`src/rtl/dds_ctrl_pkg.sv`:
```
// Shared widths, limits, waveform codes and repeat-FSM types for the DDS control path.
// Package name is dds_pkg; the file is named after the control block that owns it.
package dds_pkg;

    localparam int unsigned FREQ_IDX_W = 4;
    localparam int unsigned AMP_W      = 3;
    localparam int unsigned WAVE_W     = 2;
    localparam int unsigned TW_W       = 32;

    localparam logic [FREQ_IDX_W-1:0] FREQ_IDX_MAX = 4'd15;
    localparam logic [AMP_W-1:0]      AMP_MAX      = 3'd7;

    localparam logic [WAVE_W-1:0] WAVE_SINE   = 2'd0;
    localparam logic [WAVE_W-1:0] WAVE_SQUARE = 2'd1;
    localparam logic [WAVE_W-1:0] WAVE_TRI    = 2'd2;
    localparam logic [WAVE_W-1:0] WAVE_SAW    = 2'd3;

    localparam int unsigned NUM_BTN = 4;
    localparam int unsigned BTN_U   = 0;
    localparam int unsigned BTN_D   = 1;
    localparam int unsigned BTN_R   = 2;
    localparam int unsigned BTN_L   = 3;

    typedef enum logic [1:0] {
        RPT_IDLE,
        RPT_HOLD,
        RPT_REPEAT
    } rpt_state_t;

    // One-hot of the lowest set bit; picks a single button when several press together.
    function automatic logic [NUM_BTN-1:0] lowest_set(input logic [NUM_BTN-1:0] v);
        return v & (~v + 1'b1);
    endfunction

endpackage

```
`src/rtl/dds_ctrl_btn_debounce.sv`:
```
// Push-button conditioner: 2-flop synchroniser, stability counter, debounced level and press pulse.
// The debounced level is exported only when DDS_CTRL_AUTOREPEAT_EN is defined.
module btn_debounce #(
    parameter int unsigned DEBOUNCE_CYCLES = 5000
) (
    input  logic clock,
    input  logic reset,
    input  logic raw,
`ifdef DDS_CTRL_AUTOREPEAT_EN
    output logic stable,
`endif
    output logic press
);

    localparam int unsigned CNT_W = $clog2(DEBOUNCE_CYCLES + 1);

    logic [1:0]       sync;
    logic [CNT_W-1:0] cnt;
    logic             level;

    // Terminal count places the level change DEBOUNCE_CYCLES+2 edges after raw is first sampled.
    always_ff @(posedge clock) begin
        if (reset) begin
            sync  <= '0;
            cnt   <= '0;
            level <= 1'b0;
            press <= 1'b0;
        end else begin
            sync  <= {sync[0], raw};
            press <= 1'b0;
            if (sync[1] == level) begin
                cnt <= '0;
            end else if (cnt == CNT_W'(DEBOUNCE_CYCLES)) begin
                level <= ~level;
                cnt   <= '0;
                press <= ~level;
            end else begin
                cnt <= cnt + 1'b1;
            end
        end
    end

`ifdef DDS_CTRL_AUTOREPEAT_EN
    assign stable = level;
`endif

endmodule

```
`src/rtl/dds_ctrl.sv`:
```
// DDS user-control sequencer: debounced buttons step frequency index and amplitude, switches pick
// the waveform; outputs are registered with a one-cycle cfg_update. Option: DDS_CTRL_AUTOREPEAT_EN.
module dds_ctrl
    import dds_pkg::*;
#(
    parameter int unsigned DEBOUNCE_CYCLES = 5000,
    parameter logic [31:0] TW_STEP         = 32'd42950,
    parameter int unsigned FREQ_IDX_RST    = 0,
    parameter int unsigned AMP_RST         = 4,
    parameter int unsigned REPEAT_DELAY    = 50_000_000,
    parameter int unsigned REPEAT_PERIOD   = 10_000_000
) (
    input  logic                  clock,
    input  logic                  reset,
    input  logic [3:0]            sw,
    input  logic                  btnU_raw,
    input  logic                  btnD_raw,
    input  logic                  btnR_raw,
    input  logic                  btnL_raw,
    output logic [FREQ_IDX_W-1:0] freq_idx,
    output logic [TW_W-1:0]       tuning_word,
    output logic [AMP_W-1:0]      amplitude,
    output logic [WAVE_W-1:0]     wave_sel,
    output logic                  cfg_update
);

    if (DEBOUNCE_CYCLES < 1 || REPEAT_DELAY < 1 || REPEAT_PERIOD < 1) begin : g_bad_params
        $error("dds_ctrl: DEBOUNCE_CYCLES, REPEAT_DELAY and REPEAT_PERIOD must be nonzero");
    end

    function automatic logic [TW_W-1:0] tw_for(input logic [FREQ_IDX_W-1:0] idx);
        return TW_STEP * (TW_W'(idx) + 1'b1);
    endfunction

    logic [NUM_BTN-1:0] raw_vec;
    logic [NUM_BTN-1:0] press_vec;
    logic [NUM_BTN-1:0] step;
    logic               unused_sw;

    assign raw_vec   = {btnL_raw, btnR_raw, btnD_raw, btnU_raw};
    assign unused_sw = ^sw[3:2];

`ifdef DDS_CTRL_AUTOREPEAT_EN
    logic [NUM_BTN-1:0] btn_stable;
`endif

    for (genvar i = 0; i < NUM_BTN; i++) begin : g_btn
        btn_debounce #(
            .DEBOUNCE_CYCLES(DEBOUNCE_CYCLES)
        ) u_debounce (
            .clock (clock),
            .reset (reset),
            .raw   (raw_vec[i]),
`ifdef DDS_CTRL_AUTOREPEAT_EN
            .stable(btn_stable[i]),
`endif
            .press (press_vec[i])
        );
    end

`ifdef DDS_CTRL_AUTOREPEAT_EN
    rpt_state_t         rpt_state;
    logic [NUM_BTN-1:0] rpt_btn;
    logic [NUM_BTN-1:0] rpt_step;
    logic [31:0]        rpt_cnt;
    logic               rpt_release;

    // Leave repeat when the latched button drops or any other button is held.
    assign rpt_release = ((btn_stable & rpt_btn) == '0) || ((btn_stable & ~rpt_btn) != '0);

    always_ff @(posedge clock) begin
        if (reset) begin
            rpt_state <= RPT_IDLE;
            rpt_btn   <= '0;
            rpt_cnt   <= '0;
            rpt_step  <= '0;
        end else begin
            rpt_step <= '0;
            case (rpt_state)
                RPT_IDLE: begin
                    if (press_vec != '0) begin
                        rpt_state <= RPT_HOLD;
                        rpt_btn   <= lowest_set(press_vec);
                        rpt_cnt   <= '0;
                    end
                end
                RPT_HOLD: begin
                    if (rpt_release) begin
                        rpt_state <= RPT_IDLE;
                    end else if (rpt_cnt == 32'(REPEAT_DELAY - 1)) begin
                        rpt_state <= RPT_REPEAT;
                        rpt_cnt   <= '0;
                    end else begin
                        rpt_cnt <= rpt_cnt + 1'b1;
                    end
                end
                RPT_REPEAT: begin
                    if (rpt_release) begin
                        rpt_state <= RPT_IDLE;
                    end else if (rpt_cnt == 32'(REPEAT_PERIOD - 1)) begin
                        rpt_step <= rpt_btn;
                        rpt_cnt  <= '0;
                    end else begin
                        rpt_cnt <= rpt_cnt + 1'b1;
                    end
                end
                default: rpt_state <= RPT_IDLE;
            endcase
        end
    end

    assign step = press_vec | rpt_step;
`else
    assign step = press_vec;
`endif

    logic [FREQ_IDX_W-1:0] freq_next;
    logic [AMP_W-1:0]      amp_next;

    always_comb begin
        freq_next = freq_idx;
        if (step[BTN_U] && !step[BTN_D] && freq_idx != FREQ_IDX_MAX)
            freq_next = freq_idx + 1'b1;
        else if (step[BTN_D] && !step[BTN_U] && freq_idx != '0)
            freq_next = freq_idx - 1'b1;

        amp_next = amplitude;
        if (step[BTN_R] && !step[BTN_L] && amplitude != AMP_MAX)
            amp_next = amplitude + 1'b1;
        else if (step[BTN_L] && !step[BTN_R] && amplitude != '0)
            amp_next = amplitude - 1'b1;
    end

    // wave_q adds one stage so switch changes land three edges after sampling.
    logic [WAVE_W-1:0] sw_s1;
    logic [WAVE_W-1:0] sw_s2;
    logic [WAVE_W-1:0] wave_q;

    always_ff @(posedge clock) begin
        if (reset) begin
            sw_s1       <= '0;
            sw_s2       <= '0;
            wave_q      <= '0;
            freq_idx    <= FREQ_IDX_W'(FREQ_IDX_RST);
            tuning_word <= tw_for(FREQ_IDX_W'(FREQ_IDX_RST));
            amplitude   <= AMP_W'(AMP_RST);
            wave_sel    <= '0;
            cfg_update  <= 1'b0;
        end else begin
            sw_s1       <= sw[1:0];
            sw_s2       <= sw_s1;
            wave_q      <= sw_s2;
            freq_idx    <= freq_next;
            tuning_word <= tw_for(freq_next);
            amplitude   <= amp_next;
            wave_sel    <= wave_q;
            cfg_update  <= (freq_next != freq_idx) || (amp_next != amplitude) || (wave_q != wave_sel);
        end
    end

endmodule

```
`config.mk`:
```
export PLATFORM = sky130hd
export DESIGN_NAME = dds_ctrl
export DESIGN_NICKNAME = d
export VERILOG_FILES = /design/src/rtl/dds_ctrl_pkg.sv /design/src/rtl/dds_ctrl_btn_debounce.sv /design/src/rtl/dds_ctrl.sv
export SDC_FILE = /design/constraint.sdc
export NUM_CORES = 1
export LEC_CHECK = 0
export ABC_AREA = 1
export ABC_CLOCK_PERIOD_IN_PS = 4400
export BUFFER_PORTS_ARGS = -buffer_cell sky130_fd_sc_hd__clkbuf_2
export CORE_MARGIN = 4
export CORE_UTILIZATION = 54
export DETAILED_ROUTE_END_ITERATION = 12
export PLACE_DENSITY_LB_ADDON = 0.3
export SLEW_MARGIN = 40
export SYNTH_ARGS = -nofsm -noshare
export SYNTH_HDL_FRONTEND = slang
export SYNTH_SLANG_ARGS = --single-unit
```
`constraint.sdc`:
```
create_clock -name clock -period 4.4 [get_ports clock]
set_input_delay 0.22 -clock clock [delete_from_list [all_inputs] [get_ports clock]]
set_output_delay 0.22 -clock clock [all_outputs]
set_load 0.01 [all_outputs]
```
* Word level (Yosys, flattened, before mapping) *
Cells that the tools add are included.

storage, ports and cells
  register bits = 116
  bits of input ports = 10
  logic and storage cells = 92

operators by class
  add/sub/neg operators = 9
  mux-type cells = 4
  bitwise logic cells = 12
  eq/ne operators = 13
  multipliers = 1
  reduce and logical (&&, ||, !) cells = 28

operator list
  cell                     count
  $add A13 B1 Y13 const B  4
  $eq A13 B13 Y1 const B   4
  $reduce_or A3 Y1         8
  $mul A15 B5 Y20 const A  1
  $not A1 Y1               12
  $logic_and A1 B1 Y1      8
  $mux W4                  2
  $reduce_and A2 Y1        4
  $mux W3                  2
  $add A4 B1 Y5 const B    1
  $add A4 B1 Y4 const B    1
  $eq A1 B1 Y1             4
  $logic_not A1 Y1         4
  $ne A4 B4 Y1             1
  $ne A4 B4 Y1 const B     1
  $reduce_bool A4 Y1       1
  $sub A4 B1 Y4 const B    1
  $add A3 B1 Y3 const B    1
  $ne A3 B3 Y1             1
  $ne A3 B3 Y1 const B     1
  $reduce_bool A3 Y1       1
  $sub A3 B1 Y3 const B    1
  $logic_or A1 B1 Y1       2
  $ne A2 B2 Y1             1

* Depth between registers and ports, before layout *
  depth after elaboration = 8
  gate-level depth with buffers = 29
  gate-level depth less buffers = 29

* Cells and area by module *
From an unflattened synthesis, not the netlist that was laid out.

second synthesis, totals
  cell total of the unflattened synthesis = 811
  area total of the unflattened synthesis = 6138.4 um^2

by module, submodules not included
  module        instances  area each (um^2)  sequential area each (um^2)  cells an instance
  btn_debounce  4          840.8             340.3                        117
  dds_ctrl      1          2775.2            720.7                        343

* Worst setup path before layout *
No wires, ideal clock.

  path kind = register to register
  from = register freq_idx[0]
  to = register tuning_word[15]
  library setup time = 121 ps
  period minus slack after synthesis = 4900 ps
  setup slack = -500 ps
  stages on the path, launching flop included = 22
  buffers on the path = 0
  arrival = 4779 ps
  path through = dfxtp_1 > inv_1 > ha_1 > nand3_2 > nand2_2 > nand2_4 > xor2_2 > inv_1 > ha_1 > or2_1 > nand2_2 > fa_1 > fa_1 > fa_1 > inv_1 > ha_1 > a21oi_1 > a21boi_0 > o21ai_0 > nand2_1 > a21o_1 > nand3_1

between the ends
  word-level cells in the longest chain between the ends = 6

RTL lines
  item                                                   RTL line         source
  start: declaration                                     dds_ctrl.sv:20   output logic [FREQ_IDX_W-1:0] freq_idx,
  start signal: assignment                               dds_ctrl.sv:144  freq_idx <= FREQ_IDX_W'(FREQ_IDX_RST);
  start signal: assignment                               dds_ctrl.sv:153  freq_idx <= freq_next;
  branches (longest 3 deep; another with $sub A4 B1 Y4)  --
  $mux W4 *                                              dds_ctrl.sv:122  if (step[BTN_U] && !step[BTN_D] && freq_idx != FREQ_IDX_MAX)
  named net freq_next[0]                                 dds_ctrl.sv:117  logic [FREQ_IDX_W-1:0] freq_next;
  $add A4 B1 Y5 *                                        dds_ctrl.sv:32   return TW_STEP * (TW_W'(idx) + 1'b1);
  $mul A15 B5 Y20 *                                      dds_ctrl.sv:32
  end signal: assignment                                 dds_ctrl.sv:145  tuning_word <= tw_for(FREQ_IDX_W'(FREQ_IDX_RST));
  end signal: assignment                                 dds_ctrl.sv:154  tuning_word <= tw_for(freq_next);
  end: declaration                                       dds_ctrl.sv:21   output logic [TW_W-1:0] tuning_word,

Mark *: on every way through the listed nets, which the timed path passes.
A chain may end at the register's enable or synchronous reset.

* Worst setup path in the final report *
  from = register freq_idx[0]
  to = register tuning_word[17]

The elaborated chain is that of the path after synthesis.

==> flow_summary.ini <==
[min_path]
worstHoldStart = btnU_raw
hp-class = input pin to flip-flop
min_to = g_btn[0].u_debounce.sync[0]$_SDFF_PP0_
whs_path_depth = 3

[worst_setup_path]
reg2reg_to = tuning_word[17]$_SDFF_PP0_
r2r_slack_ns = 0.05
slowest_stage = fa_2
critPathMostFrequentCell = ha_4
cp-end-kind = flip-flop
required_ns = 4.72
worstReg2RegStart = freq_idx[0]$_SDFF_PP0_
worstPathCellList = inv_4 -> ha_4 -> nand3_4 -> nand2_4 -> nand2_4 -> xor2_4 -> inv_2 -> ha_4 -> or2_1 -> nand2_2 -> fa_2 -> xor2_2 -> ha_1 -> or2_2 -> ha_1 -> ha_4 -> a21oi_2 -> o21ai_1 -> a21oi_1 -> a21boi_2 -> o21ai_1 -> a21oi_1
cp_max_fo = 5
crit_type = flip-flop to flip-flop
arrival_ns = 4.68
max_stage_delay_ns = 0.49
rr_worst_depth = 22
start_kind = flip-flop

[placed_design]
portBuffers = 37
routabilityCongestion = 0.860
dp_slack_ns = -0.0472
placed_area_um2 = 6040
dp_cells = 899
hpwl_um = 8160

[global_route]
met3_usage_pct = 4.46
grtUsageMet2_pct = 35.4
groute.usage.overall_pct = 19.5
grt_overflow = 0
grt_use_met1_pct = 23.0
grt_pass1_wl_um = 19000
grt_max_degree = 34
gr-max-usage-layer = met2
antenna_found_initial = 0
grt_pass1_vias = 4500

[cts]
cts_tree = yes
path_clk_slew_ns = 0.11
numCtsBuffers = 9
htree_levels = 3
clk_latency_ns = 0.38
root_buffer = clkbuf_8
numClockSinks = 104
cts_hold_buf = 0
cts_buffer_depth = 2

[synth]
synth_mux_area_share_pct = 0
yosys-top-cells-area = dfxtp_1 37%, ha_1 11%, inv_1 8.2%, nand2_1 6.5%, nor2_1 6.2%
netlist_area_um2 = 5610
yosysWarnings = 0
synth_area_leader_cell = dfxtp_1
avgSynthCellArea_um2 = 7.75
yosysTopAreaCellShare_pct = 37.1
synth_top_family_by_area = simple AND/OR/NAND/NOR gates
synth_compound_area_share_pct = 8.77
synth_edf_count = 0
synth_xor_xnor_area_share_pct = 3.86
synth-main-ff-cell = dfxtp_1
synth_adder_area_share_pct = 13.7
syn_inst = 724
synth_seq_cells = 104
ys_seq_area_share_pct = 37.1
synth_async_sr_flop_share_pct = 0
ys_types = 40
synth-simple-area-share_pct = 25.7

[sta]
relSlewSlack_pct = 51.0
setup_slack_ns = 0.0483
setup-violations-final = 0
rsz0062_at_grt = yes
tns_ns = 0
hold_violations = 0
final.min_clock_period_ns = 4.35
clock.fmax_mhz = 230
final_max_slew_viol_count = 0
worst_pin_slew_ns = 0.735
finClkSkew_ns = 0.0159
min_period_over_period_pct = 98.9

[power_and_ir_drop]
p_switching_mw = 0.384
internal_power_mw = 1.19
p_seq_share_pct = 60.4
p_per_area_nw_per_um2 = 243
sw_frac_of_total_pct = 24.4
p_leak_nw = 2.97
ir_drop_uv = 150
clkPwrFrac_pct = 37.3
p_comb_share_pct = 2.3

[floorplanning]
fp.coreArea_um2 = 9950
floorplan.initialDensity_pct = 56.3
dieHeight_um = 110
dieWidth_um = 110
rows = 36
num_io_pins = 52
die-area_um2 = 12100

[drt]
drtIter0Drc = 264
wl_per_cell_um = 12.3
dr.pass1.iters = 5
ant_nets = 0
num_vias = 4617
via_per_inst = 5.00
routed_wl_um = 11300
post-route-drc-count = 0

[cells_and_area]
diodes = 0
areaGrowthSynthToFinish_pct = 15.4
fillers = 824
final_util_pct = 65.0
drive_gt1_share_pct = 18.8
final_cells = 924
finish.instance_area_um2 = 6470
final_net_count = 853

[run_status]
status = complete, no violations

[job]
maxCapViolCount = 0
-- logic make-up (layout without fill, tap and decap cells) --
group | count (synthesis) | in the layout
DFF | 104 | 104
adders and majority gates | 57 | 57
AOI/OAI and AO/OA | 85 | 85
xor gates and xnor gates | 23 | 23
other | 1 | 12
and+or+nand+nor | 306 | 306
buffers and inverters | 148 | 204
-- cells in the final DEF, fill, tap and decap left out, types with 9 or more instances in the layout --
master / instances
inv_2: 9
a21oi_1: 36
dfxtp_1: 101
nand2_1: 94
nand2_2: 14
nor3_1: 25
nor2_1: 91
clkbuf_8: 10
ha_1: 44
nor3b_1: 14
clkbuf_2: 37
xor2_1: 18
conb_1: 12
inv_1: 116
o21ai_0: 10
nand3_1: 26
buf_4: 22
-- synth_stat cells (all sizes together), types with 4 or more instances --
cell	n
clkbuf	4
nor3b	14
nor4	8
inv	126
nor3	25
dfxtp	104
nand3	34
or2	8
nand4	7
buf	17
o21a	6
nor2	95
o211ai	6
fa	7
xor2	20
o21ai	18
nand2	113
a21oi	41
ha	50
-- registers in the layout, indices dropped and copies added (netlist names), 3 cells and up --
signal and count:
g_btn.u_debounce.press 4, freq_idx 4, g_btn.u_debounce.sync 8, g_btn.u_debounce.cnt 52
tuning_word 20, amplitude 3, g_btn.u_debounce.level 4
-- final cells by class --
| type | instances | area, um2 | share of cell area (%) |
|---|---|---|---|
| clock buffer | 11 | 141 | 2.18 |
| inverter | 127 | 479 | 7.41 |
| tap | 133 | 166 | 2.57 |
| timing repair buffer | 61 | 373 | 5.76 |
| clock inverter | 5 | 46.3 | 0.715 |
| multi-input combinational | 483 | 3170 | 49.1 |
| sequential | 104 | 2090 | 32.3 |
-- metrics by stage --
stage / hold WS (ns) / power [mW]
floorplan: 0.327 / 1.01
global placement: 0.390 / 1.01
detailed placement: 0.396 / 1.01
CTS: 0.00403 / 1.59
global route: 0.0101 / 1.63
finish: 0.0153 / 1.57
-- worst max-delay path: cells and delay by family (launching register included) --
kind	cells	cell delay, ns
AOI/OAI and AO/OA	6	0.81
buffers and inverters	2	0.15
xor gates and xnor gates	2	0.41
DFF	1	0.38
adders and majority gates	6	1.59
and+or+nand+nor	6	0.95
-- layer usage --
layer	up-vias	wire, um
li1	2398	-
met4	0	156
met3	18	497
met2	77	5650
met5	-	0
met1	2124	5020
-- worst max-delay path by stage --
stage                           startpoint                          to  depth (start not counted)
floorplan           freq_idx[0]$_SDFF_PP0_  tuning_word[18]$_SDFF_PP0_                         24
global placement    freq_idx[0]$_SDFF_PP0_  tuning_word[17]$_SDFF_PP0_                         21
detailed placement  freq_idx[0]$_SDFF_PP0_  tuning_word[17]$_SDFF_PP0_                         22
CTS                 freq_idx[1]$_SDFF_PP0_  tuning_word[18]$_SDFF_PP0_                         23
global route        freq_idx[0]$_SDFF_PP0_  tuning_word[17]$_SDFF_PP0_                         21
finish              freq_idx[0]$_SDFF_PP0_  tuning_word[17]$_SDFF_PP0_                         22
-- power by group through the flow --
stage          registers [mW]  logic, mW  clock network (mW)
6_report                0.950     0.0355               0.587
5_1_grt                 0.952     0.0412               0.634
4_1_cts                 0.951     0.0356               0.601
3_5_place_dp            0.974     0.0354                   0
3_3_place_gp            0.973     0.0345                   0
2_1_floorplan           0.973     0.0348                   0
-- repair_timing --
item,4_1_cts,5_1_grt
pin swaps,4,16
setup endpoints to repair,6,10
setup buffers,3,6
resized for setup,11,31
Note: power is estimated with default switching activity, not from simulation.
